<file path="src/rtl/fsm_reader.sv">
`default_nettype none
// ============================================================================
// Module   : fsm_reader
// Brief    : Avalon-MM style read controller that fetches audio samples and
//            publishes the latest one on a held register with a 1-cycle strobe.
// Revision : 1.0 - initial release
// ============================================================================
module fsm_reader #(
  parameter int DATA_WIDTH = 16,
  parameter int TIMEOUT    = 1024
) (
  input  logic                  clk,
  input  logic                  reset,
  input  logic                  waitrequest,
  input  logic                  readdatavalid,
  input  logic [DATA_WIDTH-1:0] readdata,
  output logic                  read,
  output logic [DATA_WIDTH-1:0] audio_sample,
  output logic                  sample_strobe,
  output logic                  timeout,
  output logic [1:0]            state
);

  localparam int                 c_cnt_w    = (TIMEOUT > 1) ? $clog2(TIMEOUT) : 1;
  localparam logic [c_cnt_w-1:0] c_cnt_last = c_cnt_w'(TIMEOUT - 1);

  typedef enum logic [1:0] {
    ST_WAIT    = 2'd0,
    ST_COPY    = 2'd1,
    ST_SEND    = 2'd2,
    ST_ILLEGAL = 2'd3
  } state_t;

  state_t                r_state;
  state_t                w_state_nxt;
  logic [c_cnt_w-1:0]    r_cnt;
  logic [c_cnt_w-1:0]    w_cnt_nxt;
  logic                  r_read;
  logic                  w_read_nxt;
  logic [DATA_WIDTH-1:0] r_sample;
  logic [DATA_WIDTH-1:0] w_sample_nxt;
  logic                  r_strobe;
  logic                  w_strobe_nxt;
  logic                  r_timeout;
  logic                  w_timeout_nxt;

  // Every output is a register; its next value is derived from the next state.
  always_comb begin
    w_state_nxt   = ST_WAIT;
    w_cnt_nxt     = '0;
    w_sample_nxt  = r_sample;
    w_timeout_nxt = 1'b0;
    case (r_state)
      ST_WAIT: w_state_nxt = waitrequest ? ST_WAIT : ST_COPY;
      ST_COPY: begin
        if (readdatavalid) begin
          w_sample_nxt = readdata;
          w_state_nxt  = ST_SEND;
        end else if (r_cnt == c_cnt_last) begin
          w_timeout_nxt = 1'b1;
          w_state_nxt   = ST_WAIT;
        end else begin
          w_cnt_nxt   = r_cnt + 1'b1;
          w_state_nxt = ST_COPY;
        end
      end
      ST_SEND: w_state_nxt = waitrequest ? ST_WAIT : ST_COPY;
      default: w_state_nxt = ST_WAIT;
    endcase
    w_read_nxt   = (w_state_nxt == ST_WAIT);
    w_strobe_nxt = (w_state_nxt == ST_SEND);
  end

  always_ff @(posedge clk) begin
    if (!reset) begin
      r_state   <= ST_WAIT;
      r_cnt     <= '0;
      r_read    <= 1'b1;
      r_sample  <= '0;
      r_strobe  <= 1'b0;
      r_timeout <= 1'b0;
    end else begin
      r_state   <= w_state_nxt;
      r_cnt     <= w_cnt_nxt;
      r_read    <= w_read_nxt;
      r_sample  <= w_sample_nxt;
      r_strobe  <= w_strobe_nxt;
      r_timeout <= w_timeout_nxt;
    end
  end

  assign read          = r_read;
  assign audio_sample  = r_sample;
  assign sample_strobe = r_strobe;
  assign timeout       = r_timeout;
  assign state         = r_state;

endmodule
`default_nettype wire

</file>
<file path="config.mk">
export PLATFORM = sky130hd
export DESIGN_NAME = fsm_reader
export DESIGN_NICKNAME = d
export VERILOG_FILES = /design/src/rtl/fsm_reader.sv
export SDC_FILE = /design/constraint.sdc
export NUM_CORES = 1
export LEC_CHECK = 0
export BUFFER_PORTS_ARGS = -buffer_cell sky130_fd_sc_hd__buf_4
export CAP_MARGIN = 40
export CELL_PAD_IN_SITES_DETAIL_PLACEMENT = 0
export CELL_PAD_IN_SITES_GLOBAL_PLACEMENT = 2
export CORE_MARGIN = 3
export CORE_UTILIZATION = 28
export DETAILED_ROUTE_END_ITERATION = 8
export PLACE_DENSITY_LB_ADDON = 0.1
export SYNTH_ARGS = -nofsm -noshare
export SYNTH_HDL_FRONTEND = slang
export SYNTH_SLANG_ARGS = --single-unit
</file>
<file path="constraint.sdc">
create_clock -name clk -period 1.5 [get_ports clk]
set_input_delay 0.225 -clock clk [delete_from_list [all_inputs] [get_ports clk]]
set_output_delay 0.225 -clock clk [all_outputs]
set_load 0.02 [all_outputs]
</file>
==> results of run 1 <==
[critical path, cell delays in order (launching register included)]
cell	delay (ns)
dfxtp_1	0.37
ha_1	0.21
nand3_2	0.17
or3_1	0.38
a21oi_1	0.15
[state kept, by name, summed over array words and instances (netlist names)]
register / count
r_cnt: 10
audio_sample: 16
sample_strobe: 1
timeout: 1
read: 1
state: 2
[routing by layer]
layer | part of all wire (%) | vias to the layer above
li1 | - | 540
met2 | 49 | 28
met5 | 0 | -
met1 | 44 | 474
met3 | 6.0 | 4
met4 | 1.6 | 0
[cell type report]
type	instances	area (um2)
clock buffers	6	72.6
fillers	412	2390
inverters	3	11.3
multi-input cells	93	544
flip-flops and latches	31	621
well taps	50	62.6
repair buffers	48	360
[cells by family after synthesis]
kind of cell    Yosys count  synth area share [%]
simple gates             61                  25.5
flops                    31                  51.8
compound gates           28                  16.7
buf+inv                   8                  2.72
xor+xnor                  3                  2.19
fa+ha+maj                 1                  1.04
[through the flow]
step / hold slack, ns / cells / setup slack, ns / total power, mW
2_1_floorplan: 0.370 / 132 / 0.133 / 0.963
3_3_place_gp: 0.441 / 225 / 0.182 / 1.06
3_5_place_dp: 0.445 / 225 / 0.149 / 1.07
4_1_cts: 0.192 / 231 / 0.132 / 1.67
5_1_grt: 0.201 / 231 / 0.0496 / 1.72
6_report: 0.202 / 231 / 0.136 / 1.63
[synthesized netlist by cell type (2+ instances only)]
cell type / number / share of area [%]
xnor2_1: 2 / 1.5
nand4_1: 2 / 1.0
a21oi_1: 3 / 1.3
nor2_1: 7 / 2.2
or3_1: 3 / 1.6
nand3_1: 2 / 0.84
inv_1: 3 / 0.94
buf_2: 2 / 0.84
nand2_1: 37 / 12
o21ai_0: 4 / 1.7
dfxtp_1: 31 / 52
clkbuf_1: 3 / 0.94
a21boi_0: 16 / 10
and2_1: 3 / 1.6
[worst max-delay path by stage]
stage                          end  depth (start not counted)  startpoint  slack [ns]
after global placement        read                          5    r_cnt[0]        0.18
final                     r_cnt[8]                          4    r_cnt[0]        0.14
after floorplan           r_cnt[9]                          3    state[0]        0.13
after detailed placement      read                          5    r_cnt[0]        0.15
after global routing          read                          5    r_cnt[0]        0.05
after CTS                     read                          5    r_cnt[0]        0.13
[power groups by stage]
| stage | combinational [mW] | sequential, mW | clock, mW |
|---|---|---|---|
| after floorplan | 0.0541 | 0.909 | 0 |
| after global placement | 0.181 | 0.882 | 0 |
| after detailed placement | 0.183 | 0.882 | 0 |
| after CTS | 0.184 | 0.864 | 0.624 |
| after global routing | 0.197 | 0.867 | 0.659 |
| final | 0.180 | 0.864 | 0.590 |
==> impl_metrics.py, run 1 <==
metrics = {
    "detailed_routing": {
        "drc": 0,
        "vias": 1046,
        "dr.pass1.iters": 4,
        "vias_per_cell": 4.53,
        "initialDrtViolationCount": 33,
        "routedWlPerCell_um": 12.3,
        "final_antenna_net_count": 0,
        "wl_um": 2830,
    },
    "power": {
        "internal-power_mw": 1.25,
        "seqPwrFrac_pct": 52.9,
        "p_leak_nw": 0.654,
        "pwr-share-comb_pct": 11.0,
        "switchingPower_mw": 0.385,
        "p_sw_share_pct": 23.6,
        "vdd_drop_max_uv": 509,
        "p_clk_share_pct": 36.1,
        "p_per_area_mw_per_mm2": 978,
    },
    "placement": {
        "gp_congestion": 0.683,
        "placed_area_mm2": 0.00160,
        "dpl.hpwl_um": 2020,
        "portBuffers": 40,
    },
    "cts": {
        "post_cts_resized": 0,
        "cts-buffers-inserted": 5,
        "clk_pin_slew_ns": 0.06,
        "cts_buffer_depth": 2,
        "clock_sinks": 31,
        "clockRootBuffer": "clkbuf_8",
        "post_cts.repair.setup_buffers": 0,
        "cts_hold_buf": 0,
        "clk_latency_ns": 0.28,
        "h-tree-depth": 2,
        "cts_tree": "yes",
    },
    "finish": {
        "layout_commonest_cell": "buf_4",
        "finish.utilization_pct": 41.2,
        "mostFrequentLayoutCells": "48 x buf_4, 37 x nand2_1, 31 x dfxtp_1",
        "syn_to_final_growth_pct": 39.6,
        "diodes": 0,
        "nets": 203,
        "drive_gt1_share_pct": 32.0,
        "design_area_mm2": 0.00167,
    },
    "global_route": {
        "grt_max_degree": 23,
        "grt_pass1_wl_um": 4750,
        "overflow": 0,
        "use_met2_pct": 19.6,
        "antenna_found_initial": 0,
        "use_met3_pct": 4.91,
        "grt.total_usage_pct": 12.1,
        "met1_usage_pct": 14.0,
        "busiest_layer": "met2",
        "grt_pass1_vias": 1043,
    },
    "floorplan": {
        "start_util_pct": 29.5,
        "die_h_um": 71.4,
        "rows": 23,
        "die-area_mm2": 0.00510,
        "core_mm2": 0.00406,
        "ioPinCount": 41,
        "dieWidth_um": 71.4,
    },
    "sta": {
        "slew_headroom_pct": 81.7,
        "period_share_pct": 90.9,
        "fin_crit_ns": 1.36,
        "finalSetupTns_ns": 0,
        "skew_ns": 0.00318,
        "rsz0062_at_grt": "false",
        "slew_viol_final": 0,
        "setup_viol": 0,
        "worstMarginPinSlew_ns": 0.272,
        "fmax_ghz": 0.733,
        "hold_viol_final": 0,
    },
    "critical_path": {
        "regToRegSetupSlack_ns": 0.14,
        "r2r-end": "r_cnt[8]",
        "r2r.worst_path.cells": 4,
        "path_max_fanout": 8,
        "r2r_start": "r_cnt[0]",
        "end_kind": "flip-flop",
        "arrival_ns": 1.57,
        "path_class": "reg -> reg",
        "crit_path_start_kind": "flip-flop",
        "worstPathRequired_ns": 1.71,
    },
    "yosys": {
        "ys_seq_area_share_pct": 51.8,
        "ys_warn_count": 0,
        "ys_ff_latch": 31,
        "synth_cell_types": 28,
        "syn_area_mm2": 0.00120,
        "ys.flop_type": "dfxtp_1",
        "synth_edf_count": 0,
        "syn-mean-instance-area_um2": 9.07,
        "synth_nets": 153,
        "syn-instance-count": 132,
        "synthArstFlopShare_pct": 0,
    },
    "run": {
        "cap_violations": 0,
    },
    "worst_hold_path": {
        "hold_depth": 3,
        "hp-class": "in -> reg",
        "hold_path_end": "audio_sample[6]",
        "min_from": "readdata[6]",
    },
    "run_status": {
        "run_status": "complete, no violations",
    },
}
Power figures use the tool's default switching activity.
==> run 2, diff against run 1 <==
Settings changed: CORE_UTILIZATION 28 to 30.
Clock period 1.5 ns to 1.67 ns, I/O delays scaled along.
==> run 2 against run 1 <==
Against the previous run:
- die area decreased by 6.1%
- combinational power decreased by 11%
- sequential share of layout area decreased by 0.19 points
- sequential power decreased by 10%
- total power decreased by 3.2%
- routed wire length decreased by 1.4%
- setup slack improved by 0.11 ns
- non-clock buffer count decreased by 5
- global-route usage increased by 0.67 points
- flip-flop and latch count unchanged
- first-iteration DRC count increased by 42%
- critical endpoint is now read
==> impl_metrics.py, run 2 (synthesized netlist as in run 1, its figures left out) <==
metrics = {
    "run_status": {
        "run_status": "complete, no violations",
    },
    "floorplan": {
        "die-area_mm2": 0.00479,
        "rows": 22,
        "ioPinCount": 41,
        "die_h_um": 69.2,
        "dieWidth_um": 69.2,
        "start_util_pct": 32.0,
        "core_mm2": 0.00374,
    },
    "detailed_routing": {
        "initialDrtViolationCount": 47,
        "wl_um": 2790,
        "dr_wl_met2_um": 1180,
        "routed.top_layer": "met4",
        "vias_per_cell": 4.57,
        "route.met3.wl_um": 211,
        "routedWlPerCell_um": 12.4,
        "final_antenna_net_count": 0,
        "vias": 1032,
        "dr.pass1.iters": 4,
        "drc": 0,
        "drt-met1-wl_um": 1350,
    },
    "critical_path": {
        "regToRegSetupSlack_ns": 0.24,
        "path_max_fanout": 9,
        "crit_path_start_kind": "flip-flop",
        "r2r-end": "read",
        "crit_start": "r_cnt[0]",
        "arrival_ns": 1.65,
        "worstPathRequired_ns": 1.90,
        "r2r.worst_path.cells": 4,
        "end_kind": "flip-flop",
        "r2r_start": "r_cnt[0]",
        "path_class": "reg -> reg",
    },
    "power": {
        "power_mw": 1.58,
        "p_leak_nw": 0.650,
        "pwr-share-comb_pct": 10.2,
        "switchingPower_mw": 0.363,
        "p_per_area_mw_per_mm2": 942,
        "internal-power_mw": 1.22,
        "p_clk_share_pct": 40.8,
        "seqPwrFrac_pct": 49.0,
        "vdd_drop_max_uv": 511,
        "p_sw_share_pct": 22.9,
    },
    "placement": {
        "gp_congestion": 0.685,
        "dpl.hpwl_um": 1960,
        "place_worst_setup_slack_ns": 0.152,
        "placedCellCount": 218,
        "portBuffers": 40,
        "placed_area_mm2": 0.00157,
    },
    "worst_hold_path": {
        "hold_depth": 3,
        "hold_path_end": "audio_sample[8]",
        "hp-class": "in -> reg",
        "min_from": "readdata[8]",
    },
    "finish": {
        "finish.utilization_pct": 44.9,
        "register_area_um2": 621,
        "design_area_mm2": 0.00168,
        "drive_gt1_share_pct": 30.9,
        "nets": 198,
        "largest_register_ffs": 16,
        "syn_to_final_growth_pct": 40.3,
        "final_cells": 226,
        "multiInputGateArea_um2": 553,
        "diodes": 0,
        "mostFrequentLayoutCells": "42 x buf_4, 37 x nand2_1, 31 x dfxtp_1",
        "layout_commonest_cell": "buf_4",
        "fillers": 400,
    },
    "sta": {
        "hold_viol_final": 0,
        "rsz0062_at_grt": "false",
        "period_share_pct": 85.5,
        "setup_viol": 0,
        "skew_ns": 0.00385,
        "fin_crit_ns": 1.43,
        "fin_hold_ws_ns": 0.227,
        "worstMarginPinSlew_ns": 0.321,
        "worst_slack_ns": 0.242,
        "slew_viol_final": 0,
        "slew_headroom_pct": 78.5,
        "finalSetupTns_ns": 0,
        "fmax_ghz": 0.700,
    },
    "cts": {
        "h-tree-depth": 2,
        "post_cts_resized": 0,
        "post_cts.repair.setup_buffers": 0,
        "cts_tree": "yes",
        "clockRootBuffer": "clkbuf_8",
        "cts_buffer_depth": 2,
        "cts-buffers-inserted": 5,
        "cts_hold_buf": 0,
        "clock_sinks": 31,
        "clk_pin_slew_ns": 0.07,
        "clk_latency_ns": 0.28,
    },
    "global_route": {
        "antenna_found_initial": 0,
        "grt_max_degree": 23,
        "grt.total_usage_pct": 12.8,
        "grt_pass1_vias": 998,
        "grt_pass1_wl_um": 4860,
        "overflow": 0,
    },
    "run": {
        "cap_violations": 0,
    },
}
run 2: cell types whose count changed in the layout (fill, tap and decap cells not counted):
| cell | previous run | this run |
|---|---|---|
| clkbuf_8 | 5 | 7 |
| buf_4 | 48 | 42 |
| buf_12 | 0 | 1 |
| o31ai_4 | 0 | 1 |
| o31ai_2 | 1 | 0 |
run 2: worst max-delay path by stage:
stage,endpoint,slack (ns),cells after the start
after floorplan,r_cnt[9],0.30,3
after global placement,read,0.19,4
after detailed placement,read,0.15,4
after CTS,read,0.12,4
after global routing,read,0.11,4
final,read,0.24,4
run 2: power groups by stage:
stage	combinational [mW]	sequential (mW)	clock (mW)
6_report	0.161	0.776	0.646
5_1_grt	0.177	0.778	0.697
4_1_cts	0.163	0.776	0.666
3_5_place_dp	0.163	0.792	0
3_3_place_gp	0.159	0.791	0
2_1_floorplan	0.0486	0.817	0
run 2: layout make-up:
cell class                      instances  area share, %
Sequential cell                        31           36.9
Inverter                                3          0.670
Multi-Input combinational cell         93           32.9
Tap cell                               48           3.57
Clock buffer                            8           5.96
Timing Repair Buffer                   43           20.0
run 2: critical path, cell delays in order (launching register included):
cell	delay (ns)
dfxtp_1	0.38
ha_1	0.21
nand3_2	0.21
o31ai_4	0.41
and2_1	0.17
run 2: per-layer routing:
metal | track usage, % | vias up
met2 | 18.8 | 32
met5 | 0 | -
li1 | - | 535
met3 | 5.51 | 7
met1 | 16.1 | 458
met4 | 5.86 | 0
==> run 3, diff against run 2 <==
Settings changed: CORE_UTILIZATION 30 to 25, SLEW_MARGIN from default to 20.
==> run 3 against run 2 <==
Against the previous run:
- worst hold slack improved by 0.0023 ns
- flip-flop and latch count did not move
- utilization fell by 7.7 points
- sequential power barely moved
- via count rose by 1.2%
- non-clock buffer count did not move
- clock skew fell by 0.0026 ns
- setup slack got worse by 0.091 ns
- combinational power fell by 2%
- largest cell class unchanged
- largest power group unchanged
==> impl_metrics.py, run 3 (synthesized netlist as in run 1, its figures left out) <==
metrics = {
    "sta": {
        "skew_ns": 0.00127,
        "fin_hold_ws_ns": 0.229,
        "period_share_pct": 91.0,
        "fmax_ghz": 0.658,
        "slew_viol_final": 0,
        "fin_crit_ns": 1.52,
        "finalSetupTns_ns": 0,
        "hold_viol_final": 0,
        "rsz0062_at_grt": "false",
        "worstMarginPinSlew_ns": 0.465,
        "slew_headroom_pct": 68.8,
        "setup_viol": 0,
    },
    "detailed_routing": {
        "drc": 0,
        "initialDrtViolationCount": 33,
        "wl_um": 2740,
        "vias_per_cell": 4.54,
        "final_antenna_net_count": 0,
        "dr.pass1.iters": 4,
        "routedWlPerCell_um": 11.9,
        "vias": 1044,
    },
    "critical_path": {
        "cp_cell_sequence": "ha_1, nand3_2, o31ai_2, and2_1",
        "crit_path_start_kind": "flip-flop",
        "cpMaxStageDelayCell": "o31ai_2",
        "max_stage_delay_ns": 0.51,
        "regToRegSetupSlack_ns": 0.15,
        "worstPathRequired_ns": 1.89,
        "end_kind": "flip-flop",
        "path_max_fanout": 9,
        "r2r.worst_path.cells": 4,
        "r2r-end": "read",
        "path_class": "reg -> reg",
        "r2r_start": "r_cnt[0]",
        "arrival_ns": 1.74,
    },
    "worst_hold_path": {
        "hp-class": "in -> reg",
        "min_from": "waitrequest",
        "hold_path_end": "state[0]",
        "hold_depth": 4,
    },
    "placement": {
        "portBuffers": 40,
        "gp_congestion": 0.708,
        "dpl.hpwl_um": 1980,
    },
    "floorplan": {
        "die_h_um": 75.2,
        "dieWidth_um": 75.2,
        "core_mm2": 0.00447,
        "start_util_pct": 26.8,
        "die-area_mm2": 0.00566,
        "rows": 24,
        "ioPinCount": 41,
    },
    "cts": {
        "cts_buffer_depth": 2,
        "clk_pin_slew_ns": 0.06,
        "cts_tree": "yes",
        "post_cts_resized": 0,
        "clk_latency_ns": 0.27,
        "cts-buffers-inserted": 5,
        "h-tree-depth": 2,
        "clockRootBuffer": "clkbuf_8",
        "cts_hold_buf": 0,
        "post_cts.repair.setup_buffers": 0,
        "clock_sinks": 31,
    },
    "finish": {
        "syn_to_final_growth_pct": 39.0,
        "multiInputGateArea_um2": 544,
        "layout_commonest_cell": "buf_4",
        "register_area_um2": 621,
        "diodes": 0,
        "nets": 198,
        "largest_register_ffs": 16,
        "drive_gt1_share_pct": 30.9,
        "mostFrequentLayoutCells": "43 x buf_4, 37 x nand2_1, 31 x dfxtp_1",
        "fillers": 468,
    },
    "run": {
        "cap_violations": 0,
    },
    "power": {
        "vdd_drop_max_uv": 361,
        "p_sw_share_pct": 22.5,
        "power_mw": 1.57,
        "switchingPower_mw": 0.353,
        "seqPwrFrac_pct": 49.4,
        "internal-power_mw": 1.22,
        "p_clk_share_pct": 40.6,
        "p_per_area_mw_per_mm2": 944,
        "pwr-share-comb_pct": 10.0,
        "p_leak_nw": 0.647,
    },
    "global_route": {
        "antenna_found_initial": 0,
        "grt_max_degree": 23,
        "grt.total_usage_pct": 10.7,
        "overflow": 0,
        "grt_pass1_vias": 1011,
        "grt_pass1_wl_um": 4440,
    },
    "run_status": {
        "run_status": "complete, no violations",
    },
}
run 3: cell count changes in the layout (fill, tap and decap cells not counted):
cell | previous run | this run
o31ai_2 | 0 | 1
buf_12 | 1 | 0
o31ai_4 | 1 | 0
buf_4 | 42 | 43
run 3: per-layer routing:
layer  vias up  GRT usage [%]  wire length (um)
li1        537              -                 -
met1       481           11.7              1180
met2        22           18.4              1400
met3         4           4.27               136
met4         0           4.66                29
met5         -              0                 0
run 3: area by class of cell:
type                       instances  area share (%)
multi-input combinational         93            32.7
tap                               52            3.91
sequential                        31            37.3
clock buffer                       8            6.02
timing repair buffer              43            19.4
inverter                           3           0.677
run 3: power groups by stage:
stage | Sequential, mW | Combinational [mW] | Clock (mW)
after floorplan | 0.817 | 0.0486 | 0
after global placement | 0.792 | 0.158 | 0
after detailed placement | 0.792 | 0.160 | 0
after CTS | 0.776 | 0.160 | 0.669
after global routing | 0.778 | 0.171 | 0.701
final | 0.776 | 0.157 | 0.638
run 3: worst max-delay path by stage:
stage	startpoint	end	slack, ns
global route	r_cnt[0]	read	0.008
CTS	r_cnt[0]	read	0.13
floorplan	state[0]	r_cnt[9]	0.30
detailed placement	r_cnt[0]	read	0.15
finish	r_cnt[0]	read	0.15
global placement	r_cnt[0]	read	0.19
run 3: through the flow:
stage          util, %  std cells  instance area (um2)  setup slack (ns)
2_1_floorplan        -        132                 1200             0.303
3_3_place_gp      35.0        222                 1560             0.191
3_5_place_dp      35.0        222                 1560             0.147
4_1_cts           37.2        230                 1660             0.131
5_1_grt           37.2        230                 1660           0.00822
6_report          37.2        230                 1660             0.150
run 3: critical path: cells and delay by family, from the launching register on:
| kind | cells | cell delay [ns] |
|---|---|---|
| fa+ha+maj | 1 | 0.21 |
| flops | 1 | 0.37 |
| compound gates | 1 | 0.51 |
| simple gates | 2 | 0.38 |
